<file path="config.mk">
export PLATFORM = sky130hd
export DESIGN_NAME = cpu_core_seq
export DESIGN_NICKNAME = d
export VERILOG_FILES = /design/src/rtl/cpu_core_seq.sv
export SDC_FILE = /design/constraint.sdc
export NUM_CORES = 1
export LEC_CHECK = 0
export CAP_MARGIN = 40
export CORE_MARGIN = 2
export CORE_UTILIZATION = 60
export DETAILED_ROUTE_END_ITERATION = 10
export HOLD_SLACK_MARGIN = 0.12
export PLACE_DENSITY = 0.88
export SYNTH_ARGS = -nofsm -noshare
export SYNTH_HDL_FRONTEND = slang
export SYNTH_SLANG_ARGS = --single-unit
</file>
<file path="constraint.sdc">
create_clock -name clk -period 4.1 [get_ports clk]
set_input_delay 0.82 -clock clk [delete_from_list [all_inputs] [get_ports clk]]
set_output_delay 0.82 -clock clk [all_outputs]
set_load 0.01 [all_outputs]
</file>
<file path="src/rtl/cpu_core_seq.sv">
// Multi-cycle 16-bit-instruction CPU core with req/ack instruction and data memory ports.
// One sequencer owns PC, an 8-entry register file, two operand latches, the ALU and flags.
module cpu_core_seq #(
    parameter int unsigned DATA_W = 16,
    parameter int unsigned PC_W   = 16
) (
    input  logic              clk,
    input  logic              rst_n,
    input  logic              en,
    output logic              imem_req,
    output logic [PC_W-1:0]   imem_addr,
    input  logic              imem_ack,
    input  logic [15:0]       imem_rdata,
    output logic              dmem_req,
    output logic [15:0]       dmem_addr,
    input  logic              dmem_ack,
    input  logic [DATA_W-1:0] dmem_rdata,
    output logic [DATA_W-1:0] alu_out,
    output logic [2:0]        wb_addr,
    output logic              za,
    output logic              zb,
    output logic              eq,
    output logic              gt,
    output logic              lt,
    output logic              halt,
    output logic              illegal
);

    typedef enum logic [2:0] {
        StFetch,
        StDecode,
        StFetch2,
        StMem,
        StExec,
        StWb,
        StHalt
    } state_e;

    state_e state_q, state_d;

    logic              live_q;
    logic [PC_W-1:0]   pc_q;
    logic [15:0]       ir_q;
    logic [15:0]       opw_q;
    logic [DATA_W-1:0] a_q, b_q;
    logic [DATA_W-1:0] regs_q [8];
    logic [DATA_W-1:0] alu_q;
    logic [2:0]        wb_q;
    logic [4:0]        flags_q;
    logic              illegal_q;

    logic [1:0]        ot, mode;
    logic [2:0]        op1, op2;
    logic [3:0]        opc;
    logic              op_legal, instr_ok, is_halt, is_cmp, fetch_go;
    logic [DATA_W-1:0] result;
    logic              unused_ir;

    assign ot   = ir_q[15:14];
    assign mode = ir_q[13:12];
    assign op1  = ir_q[11:9];
    assign op2  = ir_q[8:6];
    assign opc  = ir_q[5:2];
    assign unused_ir = ^ir_q[1:0];

    // live_q keeps the first fetch request off until the cycle after reset release.
    assign fetch_go = live_q & en;

    always_comb begin
        op_legal = 1'b0;
        case (ot)
            2'b00:   op_legal = (opc == 4'h0) || (opc == 4'hF);
            2'b01:   op_legal = (opc <= 4'h4);
            2'b10:   op_legal = (opc <= 4'h5);
            default: op_legal = 1'b0;
        endcase
        instr_ok = op_legal && (mode != 2'b11);
        is_halt  = (ot == 2'b00) && (opc == 4'hF);
        is_cmp   = (ot == 2'b01) && (opc == 4'h4);
    end

    always_comb begin
        result = '0;
        case (ot)
            2'b00: result = b_q;
            2'b01: begin
                case (opc)
                    4'h0:    result = a_q + b_q;
                    4'h1:    result = a_q - b_q;
                    4'h2:    result = a_q + DATA_W'(1);
                    4'h3:    result = a_q - DATA_W'(1);
                    4'h4:    result = a_q - b_q;
                    default: result = '0;
                endcase
            end
            2'b10: begin
                case (opc)
                    4'h0:    result = a_q & b_q;
                    4'h1:    result = a_q | b_q;
                    4'h2:    result = a_q ^ b_q;
                    4'h3:    result = ~a_q;
                    4'h4:    result = a_q << 1;
                    4'h5:    result = a_q >> 1;
                    default: result = '0;
                endcase
            end
            default: result = '0;
        endcase
    end

    always_ff @(posedge clk or negedge rst_n) begin
        if (!rst_n) begin
            state_q <= StFetch;
        end else begin
            state_q <= state_d;
        end
    end

    always_comb begin
        state_d = state_q;
        case (state_q)
            StFetch:  if (fetch_go && imem_ack) state_d = StDecode;
            StDecode: begin
                if (!instr_ok || is_halt) begin
                    state_d = StHalt;
                end else if (mode == 2'b00) begin
                    state_d = StExec;
                end else begin
                    state_d = StFetch2;
                end
            end
            StFetch2: if (imem_ack) state_d = (mode == 2'b10) ? StMem : StExec;
            StMem:    if (dmem_ack) state_d = StExec;
            StExec:   state_d = StWb;
            StWb:     state_d = StFetch;
            StHalt:   state_d = StHalt;
            default:  state_d = StFetch;
        endcase
    end

    always_comb begin
        imem_req = ((state_q == StFetch) && fetch_go) || (state_q == StFetch2);
        dmem_req = (state_q == StMem);
        halt     = (state_q == StHalt);
    end

    always_ff @(posedge clk or negedge rst_n) begin
        if (!rst_n) begin
            live_q    <= 1'b0;
            pc_q      <= '0;
            ir_q      <= '0;
            opw_q     <= '0;
            a_q       <= '0;
            b_q       <= '0;
            alu_q     <= '0;
            wb_q      <= '0;
            flags_q   <= '0;
            illegal_q <= 1'b0;
            for (int i = 0; i < 8; i++) begin
                regs_q[i] <= '0;
            end
        end else begin
            live_q <= 1'b1;
            case (state_q)
                StFetch: begin
                    if (fetch_go && imem_ack) begin
                        ir_q <= imem_rdata;
                        pc_q <= pc_q + PC_W'(1);
                    end
                end
                StDecode: begin
                    a_q <= regs_q[op1];
                    b_q <= regs_q[op2];
                    if (!instr_ok) illegal_q <= 1'b1;
                end
                StFetch2: begin
                    if (imem_ack) begin
                        opw_q <= imem_rdata;
                        b_q   <= DATA_W'(imem_rdata);
                        pc_q  <= pc_q + PC_W'(1);
                    end
                end
                StMem: if (dmem_ack) b_q <= dmem_rdata;
                StExec: begin
                    alu_q   <= result;
                    flags_q <= {a_q == '0, b_q == '0, a_q == b_q, a_q > b_q, a_q < b_q};
                end
                StWb: begin
                    if (!is_cmp) regs_q[op1] <= alu_q;
                    wb_q <= op1;
                end
                default: ;
            endcase
        end
    end

    assign imem_addr = pc_q;
    assign dmem_addr = opw_q;
    assign alu_out   = alu_q;
    assign wb_addr   = wb_q;
    assign {za, zb, eq, gt, lt} = flags_q;
    assign illegal   = illegal_q;

endmodule

</file>
==> results.py, run 1 <==
metrics = {
    "synthesis": {
        "async_reset_ff_share_pct": 100,
        "synth_seq_cells": 235,
        "synthSimpleGateAreaFrac_pct": 9.54,
        "synth_top_cells_by_area": "dfrtp_1, mux4_2, mux2_1",
        "ys.flop_type": "dfrtp_1",
        "synth_compound_area_share_pct": 12.4,
        "synth_nets": 1406,
        "yosysSeqAreaShare_pct": 40.3,
        "synthCells": 1302,
        "synth-xor-area-share_pct": 2.88,
        "syn_area_per_cell_um2": 11.2,
        "synth_common_cells": "dfrtp_1, mux2_1, a21oi_1",
        "muxShareOfSynthArea_pct": 25.5,
        "synth_top_cell_by_area": "dfrtp_1",
        "netlist_area_um2": 14600,
        "ys_types": 77,
        "synth.most_common_cell": "dfrtp_1",
        "yosys_warnings": 0,
        "synth-edff-count": 0,
        "synth.top_cell.area_share_pct": 40.3,
        "synth_top_family_by_area": "multiplexers",
        "synth_fa_ha_area_share_pct": 5.85,
    },
    "clock_tree": {
        "cts_root_buf": "clkbuf_16",
        "clock_sinks": 235,
        "ctsResizeCount": 0,
        "clock_latency_ns": 0.56,
        "cts_tree": "built",
        "clk_path_buf_depth": 3,
        "cts_made_buffers": 26,
        "htreeDepth": 1,
        "cts_hold_buffers": 0,
        "post_cts_buffers": 0,
        "clkTransAtPathRegs_ns": 0.06,
    },
    "timing": {
        "fin_crit_sh_pct": 86.7,
        "min_period_ns": 3.55,
        "fin_setup_tns_ns": 0,
        "whs_ns": 0.323,
        "fin_ws_ns": 0.545,
        "relSlewSlack_pct": 35.7,
        "hold_viol": 0,
        "setup_viol": 0,
        "skew_ns": 0.0207,
        "slew_viol_final": 0,
        "max_freq_mhz": 281,
        "tightest_slew_ns": 0.962,
        "rsz0062_at_grt": "no",
    },
    "global_route": {
        "antenna_found_initial": 0,
        "grt_pass1_wl_mm": 69.7,
        "globalRouteOverflowTotal": 0,
        "grtUsageTotal_pct": 35.4,
        "grt_max_degree": 106,
        "first_global_vias": 11800,
    },
    "final_layout": {
        "diodes": 0,
        "area_delta_synth_final_pct": 15.6,
        "final_util_pct": 69.9,
        "fin_cells": 1733,
        "drive_above_1_share_pct": 17.5,
        "num-nets-final": 1497,
    },
    "critical_path": {
        "crit_type": "reg -> reg",
        "max_stage_delay_ns": 0.50,
        "crit_path_cell_trace": "nor2_1, nand2_1, buf_4, a21oi_1, ha_1, nor2b_1, o31ai_1, a211oi_1, o41ai_1, a21oi_1, and2_1, nand2b_1, a31oi_1",
        "slowest_stage": "o41ai_1",
        "required_ns": 4.57,
        "critPathBufInv": 1,
        "crit_family": "compound AO/OA/AOI/OAI gates",
        "cp_common_cell": "a21oi_1",
        "crit_path_start_kind": "flip-flop",
        "cp_max_fo": 22,
        "critPathArrivalTime_ns": 4.02,
        "endpoint_kind": "flip-flop",
    },
    "route": {
        "vias": 11700,
        "dr.pass1.iters": 9,
        "wl_per_cell_um": 26.2,
        "drt-total-wl_mm": 45.4,
        "vias_per_cell": 6.77,
        "antenna_left": 0,
        "drc": 0,
        "dr.first_iter.drc_count": 1476,
    },
    "floorplan": {
        "coreArea_um2": 24100,
        "start_util_pct": 60.5,
        "die_h_um": 160,
        "io_pins": 97,
        "dieArea_um2": 25600,
        "num_rows": 57,
        "die_x_um": 160,
    },
    "place": {
        "dp_slack_ns": 0.649,
        "placed_cells": 1689,
        "dpl.hpwl_mm": 31.2,
        "port_buffers": 96,
        "place.gp.congestion": 1.01,
    },
    "power": {
        "power.density_nw_per_um2": 934,
        "p_leak_uw": 0.00740,
        "ir_worst_vdd_mv": 0.522,
    },
    "run_status": {
        "outcome": "completed",
    },
    "min_path": {
        "hold_class": "in -> async",
    },
    "job": {
        "maxCapViolations": 0,
    },
}
kinds of logic (layout without fill, tap and decap cells):
kind of cell,count (synthesis),in the layout
AOI/OAI and AO/OA,276,276
and+or+nand+nor,275,275
muxes,273,273
DFF,235,235
buffers and inverters,128,235
adders and majority gates,67,67
xor gates and xnor gates,47,47
other,1,1
power by group:
| group | internal [uW] | switching (uW) | leakage (uW) |
|---|---|---|---|
| logic | 4100 | 4820 | 0.00396 |
| registers | 3190 | 1360 | 0.00305 |
| clock network | 1290 | 979 | 0.000384 |
layer usage:
metal	vias to the layer above	routed length, um	global-route usage (%)	share of wire [%]
met2	779	21500	56.6	47
met1	5785	17200	47.5	38
met5	-	0	0	0
met4	0	2180	15.5	4.8
li1	5008	-	-	-
met3	152	4490	7.32	9.9
area by class of cell:
class	instances	area, um^2
repair buffers	139	1350
inverters	52	195
flip-flops and latches	235	5880
clock buffers	39	729
fillers	1672	7260
multi-input cells	939	8200
well taps	324	405
clock inverters	5	80.1
state kept, by name, indices dropped and copies added (netlist names):
register and flops:
flags_q 5, a_q 16, live_q 1, illegal 1, imem_addr 16, alu_out 16
state_q 3, wb_addr 3, ir_q 14, regs_q 128, b_q 16, dmem_addr 16
layout by cell type, fill, tap and decap left out, types with 12 or more instances in the layout:
cell,count
nand3_1,17
o21ai_1,13
mux2_1,90
nor2b_1,15
a211oi_1,21
clkbuf_16,26
o21ai_0,49
nand2_1,72
dfrtp_1,232
buf_4,37
inv_1,51
mux2i_1,45
o22ai_1,12
and2_1,21
a21oi_1,80
xor2_1,12
nor2_1,68
mux2_2,76
clkdlybuf4s50_1,95
xnor2_1,34
ha_1,65
mux4_2,62
nor3_1,13
stage by stage:
step / instance area, um^2 / power [uW]
finish: 16800 / 15700
global route: 16800 / 16600
CTS: 16800 / 15500
detailed placement: 16000 / 13100
global placement: 15900 / 12700
floorplan: 14600 / 10200
worst paths after layout:
kind	start	cells past startpoint	slack, ns	to
min in group clk	flags_q[2]	2	0.47	flags_q[2]
worst max-delay path	ir_q[5]	13	0.55	alu_out[15]
worst min register to register	flags_q[2]	2	0.47	flags_q[2]
worst max register to register	ir_q[5]	13	0.55	alu_out[15]
worst min-delay path	rst_n	1	0.32	regs_q[64]
max in group asynchronous	rst_n	2	2.75	regs_q[126]
Note: power is estimated with default switching activity, not from simulation.
==> run 2, diff against run 1 <==
--- a/config.mk
+++ b/config.mk
@@ -5,6 +5,7 @@
 export SDC_FILE = /design/constraint.sdc
 export NUM_CORES = 1
 export LEC_CHECK = 0
+export ABC_CLOCK_PERIOD_IN_PS = 4000
 export CAP_MARGIN = 40
 export CORE_MARGIN = 2
 export CORE_UTILIZATION = 60
==> constraint.sdc (replaced) <==
create_clock -name clk -period 4 [get_ports clk]
set_input_delay 0.8 -clock clk [delete_from_list [all_inputs] [get_ports clk]]
set_output_delay 0.8 -clock clk [all_outputs]
set_load 0.01 [all_outputs]
==> results.py, run 2 (synthesized netlist as in run 1, its figures left out) <==
metrics = {
    "floorplan": {
        "coreArea_um2": 24100,
        "num_rows": 57,
        "io_pins": 97,
        "start_util_pct": 60.5,
        "dieArea_um2": 25600,
        "die_h_um": 160,
        "die_x_um": 160,
    },
    "place": {
        "dpl.hpwl_mm": 30.8,
        "port_buffers": 96,
        "placed_cells": 1686,
        "place_area_um2": 16000,
        "place.gp.congestion": 0.991,
    },
    "route": {
        "vias": 12000,
        "drt-total-wl_mm": 45.8,
        "vias_per_cell": 6.89,
        "drc": 0,
        "wl_per_cell_um": 26.4,
        "antenna_left": 0,
        "dr.pass1.iters": 6,
        "dr.first_iter.drc_count": 1693,
    },
    "min_path": {
        "hold_class": "in -> async",
    },
    "power": {
        "p_total_uw": 16500,
        "power.density_nw_per_um2": 973,
        "ir_worst_vdd_mv": 0.680,
        "p_leak_uw": 0.00747,
    },
    "clock_tree": {
        "clkTransAtPathRegs_ns": 0.07,
        "htreeDepth": 1,
        "post_cts_buffers": 0,
        "clk_path_buf_depth": 3,
        "cts_made_buffers": 26,
        "clock_latency_ns": 0.57,
        "cts_root_buf": "clkbuf_16",
        "ctsResizeCount": 0,
        "cts_hold_buffers": 0,
        "clock_sinks": 235,
        "cts_tree": "built",
    },
    "global_route": {
        "grt_max_degree": 91,
        "antenna_found_initial": 0,
        "grt_pass1_wl_mm": 70.9,
        "first_global_vias": 12200,
        "grtUsageTotal_pct": 35.8,
        "globalRouteOverflowTotal": 0,
    },
    "timing": {
        "fin_setup_tns_ns": 0,
        "setup_viol": 0,
        "max_freq_mhz": 282,
        "skew_ns": 0.0263,
        "whs_ns": 0.254,
        "slew_viol_final": 0,
        "relSlewSlack_pct": 36.8,
        "fin_crit_sh_pct": 88.7,
        "hold_viol": 0,
        "min_period_ns": 3.55,
        "rsz0062_at_grt": "no",
        "tightest_slew_ns": 0.947,
    },
    "critical_path": {
        "required_ns": 4.43,
        "critPathArrivalTime_ns": 3.98,
        "crit_path_start_kind": "flip-flop",
        "crit_path_cell_trace": "or3_4, or3_1, nor3_1, xnor2_1, a21oi_1, ha_1, nand3_1, a211oi_1, o41ai_1, a21oi_1, xnor2_1, o221ai_1, o21a_1",
        "crit_type": "reg -> reg",
        "endpoint_kind": "flip-flop",
        "cp_max_fo": 6,
        "max_stage_delay_ns": 0.44,
        "slowest_stage": "dfrtp_1",
    },
    "final_layout": {
        "num-nets-final": 1494,
        "fin_cells": 1734,
        "largest_reg_flops": 128,
        "final_common_cell": "dfrtp_1",
        "n_fill_cell": 1606,
        "drive_above_1_share_pct": 18.0,
        "area_delta_synth_final_pct": 16.6,
        "fin_area_um2": 17000,
        "layout_common_cells": "dfrtp_1, clkdlybuf4s50_1, mux2_1, a21oi_1, mux2_2",
        "diodes": 0,
        "largest-register": "regs_q",
    },
    "run_status": {
        "outcome": "completed",
    },
    "job": {
        "maxCapViolations": 0,
    },
}
==> run 2: changes by cell type in the layout (fill, tap and decap cells not counted), sizes merged <==
cell      delta
buf          -3
bufinv       +4
clkbuf       -5
clkinv       +1
clkinvlp     +2
inv          +2
==> run 2: where the power goes <==
part,total [uW],internal (uW),switching [uW]
Clock,2710,1640,1070
Combinational,9130,4180,4950
Sequential,4710,3270,1440
Total,16500,9090,7450
==> run 2: final cells by class <==
class	instances	area, um^2	share of cell area [%]
clock buffer	34	741	4.36
timing repair buffer	136	1340	7.87
clock inverter	14	241	1.42
sequential	235	5880	34.6
multi-input combinational	939	8200	48.2
inverter	52	195	1.15
tap	324	405	2.38
==> run 2: metrics by stage <==
step | utilization, % | setup WS (ns)
floorplan | - | 0.773
global placement | 66.1 | 0.592
detailed placement | 66.5 | 0.495
CTS | 70.5 | 0.506
global route | 70.5 | 0.244
finish | 70.5 | 0.453
==> run 2: critical path: cells and delay by family (launching register included) <==
kind,cells,cell delay [ns]
XOR/XNOR,2,0.31
flip-flops,1,0.44
adder cells (fa/ha/maj),1,0.39
AO/OA/AOI/OAI,6,1.20
AND/OR/NAND/NOR,4,1.09
==> run 2: final timing paths <==
path | from | slack, ns | cells past startpoint | endpoint
worst max-delay path | b_q[2] | 0.45 | 13 | alu_out[13]
worst min-delay path | rst_n | 0.25 | 1 | regs_q[19]
worst max register to register | b_q[2] | 0.45 | 13 | alu_out[13]
worst min register to register | illegal | 0.46 | 1 | illegal
max in group asynchronous | rst_n | 2.86 | 2 | alu_out[10]
min in group clk | illegal | 0.46 | 1 | illegal
==> run 2: per-layer routing <==
| metal | vias up | track usage, % | part of all wire [%] |
|---|---|---|---|
| met5 | - | 0 | 0 |
| met4 | 0 | 16.4 | 5.2 |
| met3 | 201 | 7.38 | 9.9 |
| met2 | 793 | 56.8 | 47 |
| met1 | 5947 | 47.9 | 38 |
| li1 | 5010 | - | - |
